==> config.mk <==
export PLATFORM = sky130hd
export DESIGN_NAME = input_conditioner
export DESIGN_NICKNAME = d
export VERILOG_FILES = /design/src/rtl/input_conditioner.sv
export SDC_FILE = /design/constraint.sdc
export NUM_CORES = 1
export LEC_CHECK = 0
export CORE_AREA = 2 2 39 41
export DETAILED_ROUTE_END_ITERATION = 10
export DIE_AREA = 0 0 41 43
export DONT_BUFFER_PORTS = 1
export GPL_TIMING_DRIVEN = 0
export PLACE_DENSITY_LB_ADDON = 0.05
export SETUP_SLACK_MARGIN = 0.3
export SLEW_MARGIN = 20
export SYNTH_ARGS = -nofsm -noshare
export SYNTH_HDL_FRONTEND = slang
export SYNTH_SLANG_ARGS = --single-unit
==> constraint.sdc <==
create_clock -name clk -period 1.7 [get_ports clk]
set_input_delay 0.425 -clock clk [delete_from_list [all_inputs] [get_ports clk]]
set_output_delay 0.425 -clock clk [all_outputs]
set_load 0.02 [all_outputs]
==> src/rtl/input_conditioner.sv <==
// ============================================================================
// input_conditioner
// ----------------------------------------------------------------------------
// Synchronises and debounces one asynchronous input line. It produces a clean
// level plus one-cycle rise/fall pulses. in_level drives the `in` input of the
// downstream sequence-detect FSM.
//
// Structure:
//   raw_in -> SYNC_STAGES flop chain -> sync -> 4-state debounce FSM
//   A new level is committed only after DEBOUNCE_CYCLES consecutive sync
//   samples of that value. A shorter excursion is dropped and counts as one
//   glitch.
//
// Parameters:
//   SYNC_STAGES      synchroniser depth (2..4)
//   DEBOUNCE_CYCLES  consecutive samples needed to commit (2..255)
//
// Ports:
//   clk         system clock
//   rst         asynchronous, active-high reset
//   raw_in      asynchronous raw input
//   in_level    debounced level
//   in_rise     one-cycle pulse on a committed 0->1
//   in_fall     one-cycle pulse on a committed 1->0
//   cond_state  debounce FSM state (debug)
//   glitch_cnt  saturating rejected-glitch count (debug)
//
// Build option:
//   INPUT_COND_GLITCH_CNT_EN  when defined, implements the glitch counter.
//                             When undefined, glitch_cnt is tied to 0.
// ============================================================================
module input_conditioner #(
    parameter int SYNC_STAGES     = 2,
    parameter int DEBOUNCE_CYCLES = 16
) (
    input  logic       clk,
    input  logic       rst,
    input  logic       raw_in,
    output logic       in_level,
    output logic       in_rise,
    output logic       in_fall,
    output logic [1:0] cond_state,
    output logic [7:0] glitch_cnt
);

    localparam int CW = $clog2(DEBOUNCE_CYCLES + 1);
    localparam logic [CW-1:0] CNT_LAST = CW'(DEBOUNCE_CYCLES - 1);

    typedef enum logic [1:0] {
        STABLE_LO = 2'b00,
        PEND_HI   = 2'b01,
        STABLE_HI = 2'b10,
        PEND_LO   = 2'b11
    } state_t;

    // ------------------------------------------------------------------
    // Synchroniser: shift chain, last stage is the only one used.
    // ------------------------------------------------------------------
    logic [SYNC_STAGES-1:0] sync_ff;
    logic                   sync;

    always_ff @(posedge clk or posedge rst) begin
        if (rst) sync_ff <= '0;
        else     sync_ff <= {sync_ff[SYNC_STAGES-2:0], raw_in};
    end

    assign sync = sync_ff[SYNC_STAGES-1];

    // ------------------------------------------------------------------
    // Debounce FSM. cnt holds how many consecutive new-value samples have
    // been seen. Commit happens on the sample that would make it
    // DEBOUNCE_CYCLES, so cnt itself tops out at DEBOUNCE_CYCLES-1.
    // ------------------------------------------------------------------
    state_t        state;
    logic [CW-1:0] cnt;

    always_ff @(posedge clk or posedge rst) begin
        if (rst) begin
            state    <= STABLE_LO;
            cnt      <= '0;
            in_level <= 1'b0;
            in_rise  <= 1'b0;
            in_fall  <= 1'b0;
        end else begin
            in_rise <= 1'b0;
            in_fall <= 1'b0;
            case (state)
                STABLE_LO: begin
                    if (sync) begin
                        state <= PEND_HI;
                        cnt   <= CW'(1);
                    end else begin
                        cnt   <= '0;
                    end
                end
                PEND_HI: begin
                    if (!sync) begin
                        state <= STABLE_LO;
                        cnt   <= '0;
                    end else if (cnt == CNT_LAST) begin
                        state    <= STABLE_HI;
                        cnt      <= '0;
                        in_level <= 1'b1;
                        in_rise  <= 1'b1;
                    end else begin
                        cnt <= cnt + CW'(1);
                    end
                end
                STABLE_HI: begin
                    if (!sync) begin
                        state <= PEND_LO;
                        cnt   <= CW'(1);
                    end else begin
                        cnt   <= '0;
                    end
                end
                PEND_LO: begin
                    if (sync) begin
                        state <= STABLE_HI;
                        cnt   <= '0;
                    end else if (cnt == CNT_LAST) begin
                        state    <= STABLE_LO;
                        cnt      <= '0;
                        in_level <= 1'b0;
                        in_fall  <= 1'b1;
                    end else begin
                        cnt <= cnt + CW'(1);
                    end
                end
                default: begin
                    state <= STABLE_LO;
                    cnt   <= '0;
                end
            endcase
        end
    end

    assign cond_state = state;

    // ------------------------------------------------------------------
    // Glitch counter: a pending state falling back to its committed value.
    // ------------------------------------------------------------------
`ifdef INPUT_COND_GLITCH_CNT_EN
    logic       glitch;
    logic [7:0] gcnt;

    assign glitch = ((state == PEND_HI) && !sync) || ((state == PEND_LO) && sync);

    always_ff @(posedge clk or posedge rst) begin
        if (rst)                          gcnt <= 8'h00;
        else if (glitch && gcnt != 8'hFF) gcnt <= gcnt + 8'h01;
    end

    assign glitch_cnt = gcnt;
`else
    assign glitch_cnt = 8'h00;
`endif

endmodule

==> results of run 1 <==
-- cell families after synthesis --
family	after synthesis	share of synthesized area (%)
AND/OR/NAND/NOR	14	16.9
other	1	0.668
buffers and inverters	11	12.7
XOR/XNOR	2	3.12
adder cells (fa/ha/maj)	1	2.23
flip-flops	12	53.5
AO/OA/AOI/OAI	6	6.24
multiplexers	2	4.68
-- power groups by stage --
stage          sequential [mW]  clock (mW)  combinational [mW]
2_1_floorplan            0.306           0              0.0448
3_3_place_gp             0.308           0              0.0472
3_5_place_dp             0.308           0              0.0485
4_1_cts                  0.302       0.171              0.0518
5_1_grt                  0.304       0.187              0.0599
6_report                 0.303       0.164              0.0528
-- per-stage QoR --
stage / cells / total power, mW / utilization [%]
finish: 77 / 0.520 / 47.6
global route: 77 / 0.551 / 47.6
CTS: 77 / 0.525 / 46.8
detailed placement: 72 / 0.357 / 43.9
global placement: 72 / 0.355 / 43.9
floorplan: 56 / 0.351 / -
-- layout by cell type, fill, tap and decap left out, drive strengths merged --
cell type,n
a21oi,4
a31o,1
a31oi,1
and4b,1
buf,10
clkbuf,3
conb,8
dfrtp,12
ha,1
inv,3
mux2,2
nand2,3
nand2b,2
nand3,3
nor2,2
nor3,1
nor3b,2
xnor2,2
-- routing by layer --
metal / track usage, % / wire length [um]
met3: 5.24 / 75
met1: 15.3 / 352
met4: 8.00 / 6
met2: 20.6 / 497
met5: 0 / 0
-- repair_timing --
| item | 4_1_cts | 5_1_grt |
|---|---|---|
| setup endpoints to repair | 1 | 1 |
| hold buffers | 0 | 0 |
| setup buffers | 2 | 0 |
| resized for setup | 1 | 1 |
-- layout make-up --
class                           instances  share of cell area [%]
Multi-Input combinational cell         33                    34.8
Timing Repair Buffer                    2                    2.28
Sequential cell                        12                    45.6
Clock buffer                            3                    3.42
Tap cell                               16                    3.04
Buffer                                  8                    9.13
Inverter                                3                    1.71
-- worst paths after layout --
path / startpoint / end / slack [ps]
min reg2reg: sync_ff[0]$_DFF_PP0_ / sync_ff[1]$_DFF_PP0_ / 370
max in group asynchronous: rst / cond_state[0]$_DFFE_PP0P_ / 1350
max reg2reg: cnt[1]$_DFF_PP0_ / flip-flop / 350
min: rst / asynchronous set/reset pin / 50
min in group clk: raw_in / sync_ff[0]$_DFF_PP0_ / 190
max: cnt[1]$_DFF_PP0_ / flip-flop / 350
-- state kept, by name, indices dropped and copies added, names as in the netlist, named ones only --
name	count
cnt	5
cond_state	1
in_fall	1
in_level	1
in_rise	1
sync_ff	2
==> qor.yml, run 1 <==
run_status:
  status: "finished clean"
clock_network:
  path_clk_slew_ps: 70
  h-tree-depth: 1
  cts_tree: "done"
  clock-sinks: 12
  numCtsBuffers: 3
  root_buffer: "clkbuf_4"
  clk_path_buf_depth: 2
  clock_latency_ps: 260
global_routing:
  globalRouteTotalUtil_pct: 13.6
  grt.overflow.total: 0
  grt_pass1_vias: 359
  grt_max_degree: 13
  grt_first_pass_wirelength_um: 1560
  antenna_found_initial: 0
timing:
  fin_crit_ps: 1350
  worst_clock_skew_ps: 0.295
  fmax_ghz: 0.740
  setup_tns_ps: 0
  hold_viol: 0
  finalSetupViolCount: 0
  min_period_over_period_pct: 79.5
  whs_ps: 46.2
  rsz0062_at_grt: "no"
  timing.final.ws_setup_ps: 348
  drv_slew: 0
finish:
  stdcell_area_um2: 658
  antenna_cells: 0
  nets: 67
  seqCellArea_um2: 300
  drive_gt1_share_pct: 32.8
  syn_to_final_growth_pct: 17.1
  multiInputGateArea_um2: 229
  fillerInstances: 140
run:
  maxCapViolations: 0
critical_path:
  crit_path_end_kind: "flip-flop"
  crit_buf_inv: 0
  critPathSlowestCell: "dfrtp_1"
  critPathKind: "flip-flop to flip-flop"
  path_delay_family: "flip-flops"
  path_cells: "ha_4 -> and4b_4 -> nand2_4 -> mux2_4"
  reg2reg_depth: 4
  slowest_delay_ps: 410
  cp-start-kind: "flip-flop"
  cp_data_required_time_ps: 1850
  crit_path_max_fanout: 4
  crit_cells: 4
  cp.arrival_ps: 1500
floorplan:
  dieWidth_um: 41
  io_pins: 16
  die_area_mm2: 0.00176
  initial_core_util_pct: 40.6
  fp.coreArea_mm2: 0.00138
  rows: 14
  die_y_um: 43
pwr:
  intPower_uw: 396
  clock_power_share_pct: 31.5
  sw_frac_of_total_pct: 23.8
  p_switching_uw: 124
  p_leak_nw: 0.323
  power_density_mw_per_mm2: 790
  ir_worst_vdd_v: 0.000395
  p_comb_share_pct: 10.2
  pwr-share-seq_pct: 58.4
routing:
  detail-route-antenna-nets: 0
  drcViolationCount: 0
  vias: 356
  drtIter0Drc: 0
  routed_wl_um: 931
  route.detailed.wl_per_inst_um: 12.1
  vias_per_cell: 4.62
  first_pass_iters: 1
yosys:
  avgSynthCellArea_um2: 11.5
  synth.most_common_cell: "dfrtp_1"
  ys.warnings.count: 0
  yosys-top-cells-count: "dfrtp_1 (12), buf_4 (8), a21oi_1 (4), inv_1 (3), nand3_1 (3)"
  synth.distinct_cells: 20
  synth_edf_count: 0
  yosysTopAreaCellShare_pct: 53.5
  synthesis.area_um2: 562
  synthArstFlopShare_pct: 100
  synth_top_flop_cell: "dfrtp_1"
  ys_ff_latch: 12
  syn_inst: 49
  ys_seq_area_share_pct: 53.5
  synth_area_leader_cell: "dfrtp_1"
  synth_area_leaders: "dfrtp_1 (53%), buf_4 (11%), a21oi_1 (3.6%)"
placed_design:
  place_congestion: 0.644
  portBuffers: 0
  dpl-instance-area_um2: 608
  pre_cts_ws_ps: 253
  hpwlAfterDp_um: 724
min_path:
  min_path_type: "input pin to asynchronous set/reset pin"
No activity file was read; power rests on OpenSTA's default activity.
==> inputs of run 2 (changes only) <==
Clock period 1.7 ns to 1.3 ns, I/O delays scaled along.
==> run 2 against run 1 <==
Compared with the run above:
- the flow now finishes with violations (setup timing)
- clock power rose by 74%
- sequential cell count unchanged
- total power is 47% higher
- clock skew increased by 2.7 ps
- die area stayed put
- sequential share of layout area fell by 4.7 points
- non-clock buffer count grew 6
- cell count rose by 9.1%
- sequential power up 31%
- design area is 12% higher
- global-route usage rose by 0.54 points
- core utilization grew 5.9 points
==> qor.yml, run 2 (synthesized netlist as in run 1, its figures left out) <==
placed_design:
  pre_cts_ws_ps: -124
  hpwlAfterDp_um: 725
  portBuffers: 0
  dpl-instance-area_um2: 618
  place_congestion: 0.674
critical_path:
  crit_path_max_fanout: 4
  cp.arrival_ps: 1470
  cp_data_required_time_ps: 1450
  slowest_delay_ps: 360
  crit_path_end_kind: "flip-flop"
  cp-start-kind: "flip-flop"
  critPathSlowestCell: "dfrtp_1"
  path_cells: "ha_2 -> and4b_4 -> nand2_4 -> mux2_4"
  crit_buf_inv: 0
  critPathKind: "flip-flop to flip-flop"
  path_delay_family: "flip-flops"
clock_network:
  numCtsBuffers: 3
  cts_tree: "done"
  clock_latency_ps: 270
  h-tree-depth: 1
  clock-sinks: 12
  clk_path_buf_depth: 2
  path_clk_slew_ps: 70
  root_buffer: "clkbuf_4"
floorplan:
  rows: 14
  initial_core_util_pct: 40.6
  fp.coreArea_mm2: 0.00138
  dieWidth_um: 41
  io_pins: 16
  die_y_um: 43
  die_area_mm2: 0.00176
timing:
  rsz0062_at_grt: "yes"
  hold_viol: 0
  finalSetupViolCount: 1
  worst_clock_skew_ps: 2.99
  min_period_over_period_pct: 101
  drv_slew: 0
  timing.final.ws_setup_ps: -16.2
  fmax_ghz: 0.760
  fin_crit_ps: 1320
  whs_ps: 84.8
global_routing:
  grt_first_pass_wirelength_um: 1670
  antenna_found_initial: 0
  globalRouteTotalUtil_pct: 14.1
  grt_max_degree: 13
  grt.overflow.total: 0
  grt_pass1_vias: 408
routing:
  detail-route-antenna-nets: 0
  drcViolationCount: 0
  vias: 388
  first_pass_iters: 2
  drtIter0Drc: 1
  routed_wl_um: 1020
  route.detailed.wl_per_inst_um: 12.1
  vias_per_cell: 4.62
finish:
  multiInputGateArea_um2: 243
  final_common_cell: "buf_4"
  antenna_cells: 0
  largest_reg_flops: 5
  drive_gt1_share_pct: 47.1
  seqCellArea_um2: 303
  syn_to_final_growth_pct: 31.6
  final_cell_mix: "buf_4 (14), dfrtp_1 (10), conb_1 (8)"
  nets: 73
  top_regs: "cnt x5, sync_ff x2"
  regMostFlops: "cnt"
  stdcell_area_um2: 739
  fillerInstances: 127
pwr:
  ir_worst_vdd_v: 0.000623
  clock_power_share_pct: 37.4
  pwr-share-seq_pct: 51.8
  sw_frac_of_total_pct: 22.7
  p_leak_nw: 0.362
  power_density_mw_per_mm2: 1030
  intPower_uw: 590
  p_comb_share_pct: 10.7
  p_switching_uw: 173
run_status:
  status: "finished with violations"
  violations: "setup timing"
run:
  maxCapViolations: 0
min_path:
  min_path_type: "input pin to flip-flop"
## run 2: cell types whose count changed in the layout (fill, tap and decap cells not counted), sizes merged
| cell | change |
|---|---|
| buf | +5 |
| dlygate4sd3 | +1 |
| clkbuf | +1 |
## run 2: power groups by stage
stage | registers, mW | logic [mW] | clock network (mW)
floorplan | 0.401 | 0.0598 | 0
global placement | 0.403 | 0.0630 | 0
detailed placement | 0.404 | 0.0649 | 0
CTS | 0.396 | 0.0755 | 0.299
global route | 0.397 | 0.0918 | 0.317
finish | 0.396 | 0.0821 | 0.286
## run 2: final timing paths
kind                                           start                        end  slack, ps  depth (start not counted)
worst max-delay path                cnt[1]$_DFF_PP0_                  flip-flop        -20                          4
worst min-delay path                          raw_in       sync_ff[0]$_DFF_PP0_         80                          0
worst max register to register      cnt[1]$_DFF_PP0_                  flip-flop        -20                          4
worst min register to register  sync_ff[0]$_DFF_PP0_       sync_ff[1]$_DFF_PP0_        350                          0
max in group asynchronous                        rst  cond_state[0]$_DFFE_PP0P_        470                          2
min in group asynchronous                        rst           cnt[0]$_DFF_PP0_        500                          2
## run 2: per-stage QoR
stage,instances,util [%],power [mW],setup TNS (ps)
finish,84,53.4,0.763,-16.2
global route,84,53.4,0.806,-40.6
CTS,81,51.0,0.770,-17.7
detailed placement,72,44.7,0.469,-124
global placement,72,44.7,0.466,-102
floorplan,56,-,0.461,-34.0
## run 2: repair_timing
item                                    4_1_cts  5_1_grt
pin swaps                                     2        3
resized for setup                             4        2
endpoints found under the hold margin        12        0
endpoints found under the setup margin       14       15
setup buffers                                 4        3
hold buffers                                  1        0
cloned                                        0        0
## run 2: area by class of cell
class                   instances  share of cell area (%)
inverters                       3                    1.52
multi-input cells              33                    32.8
repair buffers                  8                    8.97
plain buffers                   8                    8.12
well taps                      16                    2.71
clock buffers                   4                    4.91
flip-flops and latches         12                    40.9
## run 2: layer usage
layer,part of all wire [%],vias to the layer above,routed length (um),track usage (%)
met1,36,184,369,14.0
li1,-,186,-,-
met4,1.7,0,17,8.00
met5,0,-,0,0
met2,56,14,565,24.7
met3,6.5,4,66,3.14
